File: src/rtl/legv8_pkg.sv
// Shared widths, fetch-state encoding and redirect-source encodings for the LEGv8 fetch slice.
package legv8_pkg;

  localparam int ADDR_W  = 64;
  localparam int INSTR_W = 32;

  typedef enum logic [1:0] {
    S_IDLE  = 2'd0,
    S_REQ   = 2'd1,
    S_VALID = 2'd2,
    S_HALT  = 2'd3
  } fetch_state_e;

  localparam logic [1:0] PC_SEL_SEQ   = 2'd0;
  localparam logic [1:0] PC_SEL_CONST = 2'd1;
  localparam logic [1:0] PC_SEL_REG   = 2'd2;
  localparam logic [1:0] PC_SEL_RSVD  = 2'd3;

endpackage

File: src/rtl/legv8_fetch_unit_if.sv
// Instruction-memory read channel between the fetch unit (master) and memory (slave).
interface legv8_fetch_unit_if;

  logic                        imem_req;
  logic [legv8_pkg::ADDR_W-1:0]  imem_addr;
  logic                        imem_ack;
  logic [legv8_pkg::INSTR_W-1:0] imem_rdata;

  modport master (output imem_req, output imem_addr, input imem_ack, input imem_rdata);
  modport slave  (input imem_req, input imem_addr, output imem_ack, output imem_rdata);

endinterface

File: src/rtl/legv8_pc_next.sv
// Combinational next-PC adder and redirect mux; all arithmetic wraps modulo 2^64.
module legv8_pc_next
  import legv8_pkg::*;
(
  input  logic [ADDR_W-1:0] i_pc,
  input  logic              i_branch_take,
  input  logic [1:0]        i_pc_sel,
  input  logic [ADDR_W-1:0] i_constant,
  input  logic [ADDR_W-1:0] i_reg_target,
  output logic [ADDR_W-1:0] o_next_pc
);

  always_comb begin
    o_next_pc = i_pc + 64'd4;
    if (i_branch_take) begin
      case (i_pc_sel)
        PC_SEL_CONST: o_next_pc = i_pc + i_constant;
        PC_SEL_REG:   o_next_pc = i_reg_target;
        default:      o_next_pc = i_pc + 64'd4;
      endcase
    end
  end

endmodule

File: src/rtl/legv8_fetch_unit.sv
// LEGv8 fetch unit: request/ack fetch FSM, registered instruction, next-PC redirect.
// Optional FETCH_MISALIGN_EN: misaligned next PC raises a sticky fault and halts.
module legv8_fetch_unit
  import legv8_pkg::*;
#(
  parameter logic [ADDR_W-1:0] RESET_PC = 64'h0
) (
  input  logic                clock,
  input  logic                reset,
  legv8_fetch_unit_if.master  imem,
  output logic [INSTR_W-1:0]  instruction,
  output logic                instr_valid,
  input  logic                stall,
  input  logic                branch_take,
  input  logic [1:0]          pc_sel,
  input  logic [ADDR_W-1:0]   constant,
  input  logic [ADDR_W-1:0]   reg_target,
  output logic [ADDR_W-1:0]   pc_out,
  output logic [ADDR_W-1:0]   link_addr,
  output logic                misalign_fault
);

  fetch_state_e       r_state;
  logic [ADDR_W-1:0]  r_pc;
  logic [INSTR_W-1:0] r_instr;
  logic               r_valid;
  logic [ADDR_W-1:0]  w_next_raw;
  logic [ADDR_W-1:0]  w_next_pc;
  logic               w_misalign;
  logic               w_consume;

  legv8_pc_next u_pc_next (
    .i_pc          (r_pc),
    .i_branch_take (branch_take),
    .i_pc_sel      (pc_sel),
    .i_constant    (constant),
    .i_reg_target  (reg_target),
    .o_next_pc     (w_next_raw)
  );

  assign w_consume = (r_state == S_VALID) && !stall;

`ifdef FETCH_MISALIGN_EN
  logic r_fault;

  assign w_misalign = |w_next_raw[1:0];
  assign w_next_pc  = w_next_raw;

  always_ff @(posedge clock or negedge reset) begin
    if (!reset)                       r_fault <= 1'b0;
    else if (w_consume && w_misalign) r_fault <= 1'b1;
  end

  assign misalign_fault = r_fault;
`else
  // Low bits are dropped so the PC can never leave word alignment.
  assign w_misalign     = 1'b0;
  assign w_next_pc      = w_next_raw & ~64'h3;
  assign misalign_fault = 1'b0;
`endif

  always_ff @(posedge clock or negedge reset) begin
    if (!reset) begin
      r_state <= S_IDLE;
      r_pc    <= RESET_PC;
      r_instr <= '0;
      r_valid <= 1'b0;
    end else begin
      case (r_state)
        S_IDLE: r_state <= S_REQ;
        S_REQ: begin
          if (imem.imem_ack) begin
            r_instr <= imem.imem_rdata;
            r_valid <= 1'b1;
            r_state <= S_VALID;
          end
        end
        S_VALID: begin
          if (w_consume) begin
            r_valid <= 1'b0;
            if (w_misalign) begin
              r_state <= S_HALT;
            end else begin
              r_pc    <= w_next_pc;
              r_state <= S_REQ;
            end
          end
        end
        default: r_state <= S_HALT;
      endcase
    end
  end

  assign imem.imem_req  = (r_state == S_REQ);
  assign imem.imem_addr = r_pc;
  assign instruction    = r_instr;
  assign instr_valid    = r_valid;
  assign pc_out         = r_pc;
  assign link_addr      = r_pc + 64'd4;

endmodule

File: src/flat_wrapper.sv
// flat-port wrapper written by rule: the top's interface ports become plain ports
module legv8_fetch_unit_flat import legv8_pkg::*;
#(
  parameter logic [ADDR_W-1:0] RESET_PC = 64'h0
)
  (clock, reset, instruction, instr_valid, stall, branch_take, pc_sel, constant, reg_target, pc_out, link_addr, misalign_fault, imem_imem_req, imem_imem_addr, imem_imem_ack, imem_imem_rdata);
  legv8_fetch_unit_if imem_i ();
  input  logic clock;
  input  logic reset;
  output logic [INSTR_W-1:0] instruction;
  output logic instr_valid;
  input  logic stall;
  input  logic branch_take;
  input  logic [1:0] pc_sel;
  input  logic [ADDR_W-1:0] constant;
  input  logic [ADDR_W-1:0] reg_target;
  output logic [ADDR_W-1:0] pc_out;
  output logic [ADDR_W-1:0] link_addr;
  output logic misalign_fault;
  output wire logic [$bits(imem_i.imem_req)-1:0] imem_imem_req;
  output wire logic [$bits(imem_i.imem_addr)-1:0] imem_imem_addr;
  input wire logic [$bits(imem_i.imem_ack)-1:0] imem_imem_ack;
  input wire logic [$bits(imem_i.imem_rdata)-1:0] imem_imem_rdata;
  assign imem_imem_req = imem_i.imem_req;
  assign imem_imem_addr = imem_i.imem_addr;
  assign imem_i.imem_ack = imem_imem_ack;
  assign imem_i.imem_rdata = imem_imem_rdata;
  legv8_fetch_unit #(.RESET_PC(RESET_PC)) u_core (.clock(clock), .reset(reset), .imem(imem_i), .instruction(instruction), .instr_valid(instr_valid), .stall(stall), .branch_take(branch_take), .pc_sel(pc_sel), .constant(constant), .reg_target(reg_target), .pc_out(pc_out), .link_addr(link_addr), .misalign_fault(misalign_fault));
endmodule
File: config.mk
export PLATFORM = sky130hd
export DESIGN_NAME = legv8_fetch_unit_flat
export DESIGN_NICKNAME = d
export VERILOG_FILES = /design/src/rtl/legv8_pkg.sv /design/src/rtl/legv8_fetch_unit_if.sv /design/src/rtl/legv8_pc_next.sv /design/src/rtl/legv8_fetch_unit.sv /design/src/flat_wrapper.sv
export SDC_FILE = /design/constraint.sdc
export NUM_CORES = 1
export LEC_CHECK = 0
export CAP_MARGIN = 20
export CORE_AREA = 2 2 154 156
export CTS_CLUSTER_DIAMETER = 60
export DETAILED_ROUTE_END_ITERATION = 10
export DIE_AREA = 0 0 156 158
export GPL_ROUTABILITY_DRIVEN = 1
export PLACE_DENSITY = 0.82
export RECOVER_POWER = 100
export SLEW_MARGIN = 20
export SYNTH_ARGS = -nofsm -noshare
export SYNTH_HDL_FRONTEND = slang
export SYNTH_SLANG_ARGS = --single-unit
File: constraint.sdc
create_clock -name clock -period 9 [get_ports clock]
set_clock_uncertainty 0.05 [all_clocks]
set_input_delay 2.25 -clock clock [delete_from_list [all_inputs] [get_ports clock]]
set_output_delay 2.25 -clock clock [all_outputs]
set_load 0.1 [all_outputs]
Yosys cells after proc, flatten, opt, wreduce, memory -nomap -nowiden
Cells that the tools add are included.
Operators by class
  add/subtract/negate cells: 2
  multipliers: 0
  divide/modulo/power cells: 0
  $lt $le $gt $ge: 0
  eq/ne operators: 6
  shift-type cells: 0
  muxes and demuxes: 8
  bitwise logic cells: 0
  reductions and logical operators: 8
Operators by type and width (count)
  $pmux 64 s2: 1
  $add 64x3->64 const B: 1
  $add 64x64->64: 1
  $mux 64: 1
  $pmux 2 s3: 1
  $reduce_and 2->1: 3
  $eq 2x1->1 const B: 2
  $eq 2x2->1 const B: 2
  $mux 2: 2
  $ne 2x1->1 const B: 2
  $reduce_and 3->1: 1
  $logic_not 2->1: 1
  $mux 1: 2
  $pmux 1 s2: 1
  $reduce_bool 2->1: 1
  $logic_and 1x1->1: 1
  $logic_not 1->1: 1
Word-level totals
  register bits: 97
  bits in latches: 0
  RAM bits: 0
  ROM bits: 0
  output and inout bits: 227
  word-level logic and storage cells: 28
  memories: 0

Longest topological paths before layout
Gate-level depths: netlist (run 1).
  word-level depth: 4
  gate-level depth with buffers: 13

Hierarchy
Synthesis (run 1) repeated with hierarchy kept, for this count alone.
Unflattened totals
  cells, all modules: 1518
  area total of the unflattened synthesis: 11581.1 um^2
Modules (own cells, without submodules)
  legv8_pc_next: times used 1, cells each 950, area each 6140.9 um^2, seq. area each 0.0 um^2
  legv8_fetch_unit: times used 1, cells each 568, area each 5440.2 um^2, seq. area each 2427.3 um^2

Worst setup path before layout (run 1)
Ideal clock, no wire load.
  kind: flip-flop to output port
  start: register u_core.r_pc[24] (netlist: u_core.imem.imem_addr[24])
  end: output port link_addr[38]
  arrival time: 4.352 ns
  path slack: 2.348 ns
  stages on the path, launching flop included: 8
  path buffers: 1
  cell sequence: dfrtp_1 clkbuf_1 nand4_1 nor2_1 nand2_1 nor4_1 nand3_1 xnor2_1
Between the ends
  word-level cells in the longest chain between the ends: 1
Ends and longest elaborated chain
  from (decl): RTL line legv8_fetch_unit.sv:24  | logic [ADDR_W-1:0] r_pc;
  from (signal assigned): RTL line legv8_fetch_unit.sv:84  | r_pc <= w_next_pc;
  $add 64x3->64: RTL line legv8_fetch_unit.sv:99  | assign link_addr = r_pc + 64'd4;
  to (decl): RTL line flat_wrapper.sv:18  | output logic [ADDR_W-1:0] link_addr;
Every way passes these cells.

==> out/results.ini, run 1 <==
[critical_path]
setup.worst_path.start = reset
critPathBufInv = 2
slowest_delay_ns = 3.15
crit_path_end_kind = async pin
critPathArrivalTime_ns = 6.40
path_max_fanout = 76
crit_chain = clkbuf_1 > clkbuf_1
reg2reg_from = u_core.imem.imem_addr[2]$_DFFE_PN0P_
required_ns = 8.39
critPathLaunchType = input port
worstSetupPathType = in2async
cp_slowest_cell = clkbuf_1
path_common_cell = clkbuf_1
crit_family = buffers and inverters

[drt]
wire_per_inst_um = 21.3
drtAntennaViolNets = 0
viasPerCell = 6.09
dr.pass1.iters = 6
wl_mm = 41.8
vias = 11900
drt_iter0_drc = 992
drc = 0

[worst_hold_path]
hp-class = reg2reg
min-delay-start = u_core.instruction[0]$_DFFE_PN0P_

[sta]
post-route-worst-setup-slack_ns = 1.99
setup_viol = 0
hold_viol = 0
fin_crit_ns = 7.01
fin_tns_setup_ns = 0
fin_crit_sh_pct = 77.9
fmax_mhz = 143
slew_viol_final = 158
rsz0062_at_grt = no
worst_slew_pin_slew_ns = 4.43
slew_headroom_pct = -195

[clock_tree]
clk_latency_ns = 0.37
clk_path_buf_depth = 2
ctsResizeCount = 0
root_buffer = clkbuf_16
clk_pin_slew_ns = 0.08
cts_made_buffers = 9
clock_sinks = 97
tritoncts = yes
post-cts-setup-buffer-count = 0
ctsHtreeMaxLevel = 3
hold_buffers = 0

[layout]
finish.net_count = 1893
final_area_um2 = 14100
drive_gt1_share_pct = 3.30
fillers = 2084
area_growth_syn_to_layout_pct = 35.5
finish.utilization_pct = 61.1

[placement]
preCtsSetupSlack_ns = 2.67
port_buffers = 382
dp_hpwl_mm = 31.1
place_congestion = 0.956
placed_cell_area_um2 = 13800

[logic_synthesis]
syn-instance-count = 1404
synthAdderAreaFrac_pct = 7.89
synth_edf_count = 0
yosysMostFrequentCell = nand2_1
synth_area_per_cell_um2 = 7.41
synth_compound_area_share_pct = 26.6
postSynth.topFlopCell = dfrtp_1
yosysSeqAreaShare_pct = 23.3
synth-simple-area-share_pct = 22.4
synth_area_leader_cell = dfrtp_1
yosys_warnings = 0
synth.cell_area_um2 = 10400
synth_top_family_by_area = compound AO/OA/AOI/OAI gates
synth.area.top_cells = dfrtp_1, nand2_1, ha_1
synthXorXnorAreaFrac_pct = 9.84
synth.area.mux_share_pct = 0.0962
synthDistinctLibCells = 73
async_flop_share_pct = 100
synth_seq_cells = 97
synth_top_cell_area_share_pct = 23.3
synth_commonest_cells = nand2_1, a21oi_1, nor2_1, o21ai_0, dfrtp_1

[global_routing]
grt_pass1_vias = 11200
grt_max_degree = 77
grt_overflow = 0
grt_pass1_wl_mm = 63.2
antenna_found_initial = 3
grtUsageTotal_pct = 32.9

[die]
die_w_um = 156
io_pins = 394
die_h_um = 158
num_rows = 56
start_util_pct = 45.1
coreArea_um2 = 23100
die-area_um2 = 24600

[run_status]
status = finished with violations
violations = max-capacitance violations, max-slew violations

[run]
maxCapViolations = 3

logic make-up after synthesis:
kind of cell	count (synthesis)
AO/OA/AOI/OAI	431
XOR/XNOR	116
adder cells (fa/ha/maj)	65
buffers and inverters	188
flip-flops	97
multiplexers	1
other	1
AND/OR/NAND/NOR	505
sequential cells by signal, summed over array words and instances (netlist names):
register               flops
u_core.imem.imem_addr     62
u_core.instr_valid         1
u_core.instruction        32
u_core.r_state             2
worst min-delay path, delay by kind of cell (launching register included):
kind	cells	cell delay (ns)
flops	1	0.34
simple gates	2	0.10
layout by cell type, fill, tap and decap left out, drive strengths merged, types with 4 or more instances in the layout:
master           n
o21ai          105
dlygate4sd3    226
and4             6
conb             7
nor4             7
clkdlybuf4s50  155
and3            38
or2              5
dfrtp           97
clkbuf          13
xnor2           68
o21a             9
a221o           13
nand4           28
o211ai           7
a21o            31
o31ai            5
inv             41
a311oi          10
o22a             7
nand3           45
o22ai           16
a221oi          27
a211oi           6
ha              64
nor3            12
and2             7
a21oi          118
nand2          223
o21bai          14
buf              7
a22oi            9
nor2b            4
nand2b           6
xor2            48
nor2           114
a31oi           30
stage by stage:
stage                     hold WS (ns)  instances
after global routing             0.443       1959
after CTS                        0.432       1956
after detailed placement         0.411       1940
after global placement           0.409       1940
after floorplan                  0.465       1410
final                            0.420       1959
metal layers:
layer  global-route usage, %  vias up  wire length (um)
li1                        -     5509                 -
met1                    42.9     5617             16900
met2                    55.7      703             19900
met3                    4.71      101              3690
met4                    11.7        0              1260
met5                       0        -                 0
worst paths after layout:
kind,endpoint,slack (ns),depth (start not counted)
max,u_core.imem.imem_addr[11]$_DFFE_PN0P_,1.99,2
min,u_core.instruction[0]$_DFFE_PN0P_,0.42,2
max reg2reg,u_core.imem.imem_addr[52]$_DFFE_PN0P_,4.87,13
min reg2reg,u_core.instruction[0]$_DFFE_PN0P_,0.42,2
max in group clock,u_core.imem.imem_addr[49]$_DFFE_PN0P_,2.07,9
min in group asynchronous,u_core.instruction[29]$_DFFE_PN0P_,2.08,1
cell type report:
cell class	count	area [um2]	share of cell area, %
timing repair buffer	392	3880	27.5
clock inverter	7	70.1	0.497
inverter	36	135	0.959
clock buffer	9	225	1.60
multi-input combinational	1125	6980	49.5
sequential	97	2430	17.2
tap	290	363	2.58
antenna	3	7.51	0.0533
Power of run 1 is left out: the tool's default activity adds up to more than one toggle a clock period on the data nets, which glitch-free logic cannot reach.
==> run 2: changes to the inputs <==
CORE_AREA = not set   (was 2 2 154 156)
CORE_ASPECT_RATIO = 1.75   (was not set)
CORE_MARGIN = 2   (was not set)
CORE_UTILIZATION = 41   (was not set)
DIE_AREA = not set   (was 0 0 156 158)
PLACE_DENSITY = 0.78   (was 0.82)
clock period = 6 ns   (was 9 ns; I/O delays follow)
==> run 2 against run 1 <==
The run still ends with max-capacitance violations, max-slew violations left. First-iteration DRC count down 18%. Critical path depth is 6 higher. Worst hold slack improved by 0.0027 ns. Critical path type is now reg2out. Critical endpoint is now link_addr[50].
==> out/results.ini, run 2 (synthesis results as in run 1) <==
[die]
num_rows = 77  ; +38%
die_h_um = 215  ; +36%
die_w_um = 124  ; -20%
coreArea_um2 = 25100  ; +9.1%
die-area_um2 = 26700  ; +8.4%
io_pins = 394  ; unchanged
start_util_pct = 41.4  ; -3.8 points

[global_routing]
grt-busiest-layer = met2
use_met3_pct = 3.26  ; -1.4 points
met1_usage_pct = 33.0  ; -9.9 points
grt_pass1_vias = 11800  ; +5.4%
use_met2_pct = 57.6  ; +1.9 points
grt_max_degree = 88  ; +14%
grt_overflow = 0  ; unchanged
antenna_found_initial = 0  ; -3
grtUsageTotal_pct = 30.9  ; -1.9 points
grt_pass1_wl_mm = 65.6  ; +3.8%

[critical_path]
path_max_fanout = 9  ; -88%
crit_chain = ha_1 > and3_1 > and3_2 > nand4_4 > nor3_4 > and3_2 > xor2_1 > clkbuf_1
crit_family = simple AND/OR/NAND/NOR gates
required_ns = 4.45  ; -3.94 ns
slowest_delay_ns = 0.91  ; -2.24 ns
cp_slowest_cell = clkbuf_1
critPathLaunchType = flip-flop
critPathArrivalTime_ns = 3.99  ; -2.41 ns
path_common_cell = and3_2
worstSetupPathType = reg2out
crit_path_end_kind = primary output
critPathBufInv = 1  ; -1

[clock_tree]
ctsResizeCount = 0  ; unchanged
clk_pin_slew_ns = 0.09  ; about the same
post-cts-setup-buffer-count = 0  ; unchanged
clk_latency_ns = 0.40  ; +0.03 ns
root_buffer = clkbuf_16
ctsHtreeMaxLevel = 3  ; unchanged
clock_sinks = 97  ; unchanged
cts_made_buffers = 9  ; unchanged
hold_buffers = 0  ; unchanged
clk_path_buf_depth = 2  ; unchanged
tritoncts = yes

[layout]
final_common_cell = nand2_1
fin_cells = 1987  ; +1.4%
area_growth_syn_to_layout_pct = 33.8
largest_reg_flops = 62  ; unchanged
n_antenna_cell = 0  ; -3
finish.net_count = 1898  ; +0.26%
drive_gt1_share_pct = 4.37  ; +1.1 points
fillers = 2407  ; +15%
final_cell_mix = nand2_1, dlygate4sd3_1, clkdlybuf4s50_1, a21oi_1, nor2_1

[sta]
fin_crit_ns = 5.54
rsz0062_at_grt = no
setup_viol = 0  ; unchanged
hold_viol = 0  ; unchanged
fin_hold_ws_ns = 0.423  ; +0.00268 ns
fmax_mhz = 181
fin_tns_setup_ns = 0  ; unchanged
slew_viol_final = 261  ; +65%
worst_slew_pin_slew_ns = 2.67  ; -1.76 ns
slew_headroom_pct = -77.7  ; +120 points
post-route-worst-setup-slack_ns = 0.463  ; -1.52 ns
fin_crit_sh_pct = 92.3

[placement]
port_buffers = 382  ; unchanged
place_inst = 1971  ; +1.6%
place_congestion = 0.973  ; +1.8%
dp_hpwl_mm = 33.3  ; +6.9%
preCtsSetupSlack_ns = 0.624  ; -2.05 ns

[worst_hold_path]
hp-class = reg2reg

[drt]
viasPerCell = 5.94  ; -2.4%
dr.pass1.iters = 5  ; -1
drtAntennaViolNets = 0  ; unchanged
drc = 0  ; unchanged
vias = 11800  ; -1.0%
drt_iter0_drc = 814  ; -18%
wire_per_inst_um = 21.7  ; +1.8%
wl_mm = 43.1  ; +3.2%

[run_status]
violations = max-capacitance violations, max-slew violations
status = finished with violations

[run]
maxCapViolations = 6  ; +3

run 2: worst register-to-register path, cell delays in order, from the launching register on:
cell      delay [ns]
dfrtp_1         0.53
ha_1            0.24
inv_1           0.06
fa_1            0.41
nand2b_1        0.19
a211oi_1        0.41
nor2_1          0.20
o31ai_1         0.28
clkbuf_1        0.24
a31o_2          0.24
a31oi_1         0.19
o21bai_1        0.28
a31oi_1         0.31
xor2_1          0.24
o21ai_0         0.20
run 2: path summary, 6_finish.rpt:
path                                                       from  depth (start not counted)  slack [ns]                                     to
setup reg to reg           u_core.imem.imem_addr[2]$_DFFE_PN0P_                         14        1.87  u_core.imem.imem_addr[52]$_DFFE_PN0P_
hold reg to reg              u_core.instruction[18]$_DFFE_PN0P_                          2        0.42     u_core.instruction[18]$_DFFE_PN0P_
setup / recovery           u_core.imem.imem_addr[2]$_DFFE_PN0P_                          8        0.46                          link_addr[50]
min in group asynchronous                                 reset                          1        1.88  u_core.imem.imem_addr[55]$_DFFE_PN0P_
hold / removal               u_core.instruction[18]$_DFFE_PN0P_                          2        0.42     u_core.instruction[18]$_DFFE_PN0P_
max in group asynchronous                                 reset                          2        1.36  u_core.imem.imem_addr[61]$_DFFE_PN0P_
run 2: layout make-up:
class	instances	area, um2	share of cell area (%)
clock buffer	9	225	1.62
multi-input combinational	1125	6980	50.2
timing repair buffer	397	3650	26.2
tap	316	395	2.84
clock inverter	7	101	0.728
sequential	97	2430	17.4
inverter	36	135	0.971
run 2: metrics by stage:
| stage | cell area, um2 | util (%) |
|---|---|---|
| 2_1_floorplan | 10400 | - |
| 3_5_place_dp | 13800 | 54.8 |
| 6_report | 13900 | 55.3 |
| 4_1_cts | 14100 | 56.1 |
| 3_3_place_gp | 13800 | 54.8 |
| 5_1_grt | 13900 | 55.3 |
run 2: layer usage:
| metal | vias up | part of all wire (%) |
|---|---|---|
| met1 | 5601 | 36 |
| met2 | 553 | 52 |
| met5 | - | 0 |
| met4 | 0 | 6.2 |
| met3 | 142 | 5.7 |
| li1 | 5514 | - |
Power of run 2 is left out for the same reason.
==> run 3: changes to the inputs <==
CAP_MARGIN = not set   (was 20)
SLEW_MARGIN = not set   (was 20)
TNS_END_PERCENT = 20   (was not set)
==> results of run 3 <==
No change in the layout: final DEF, timing and power equal those of run 2.
Power of run 3 is left out for the same reason.
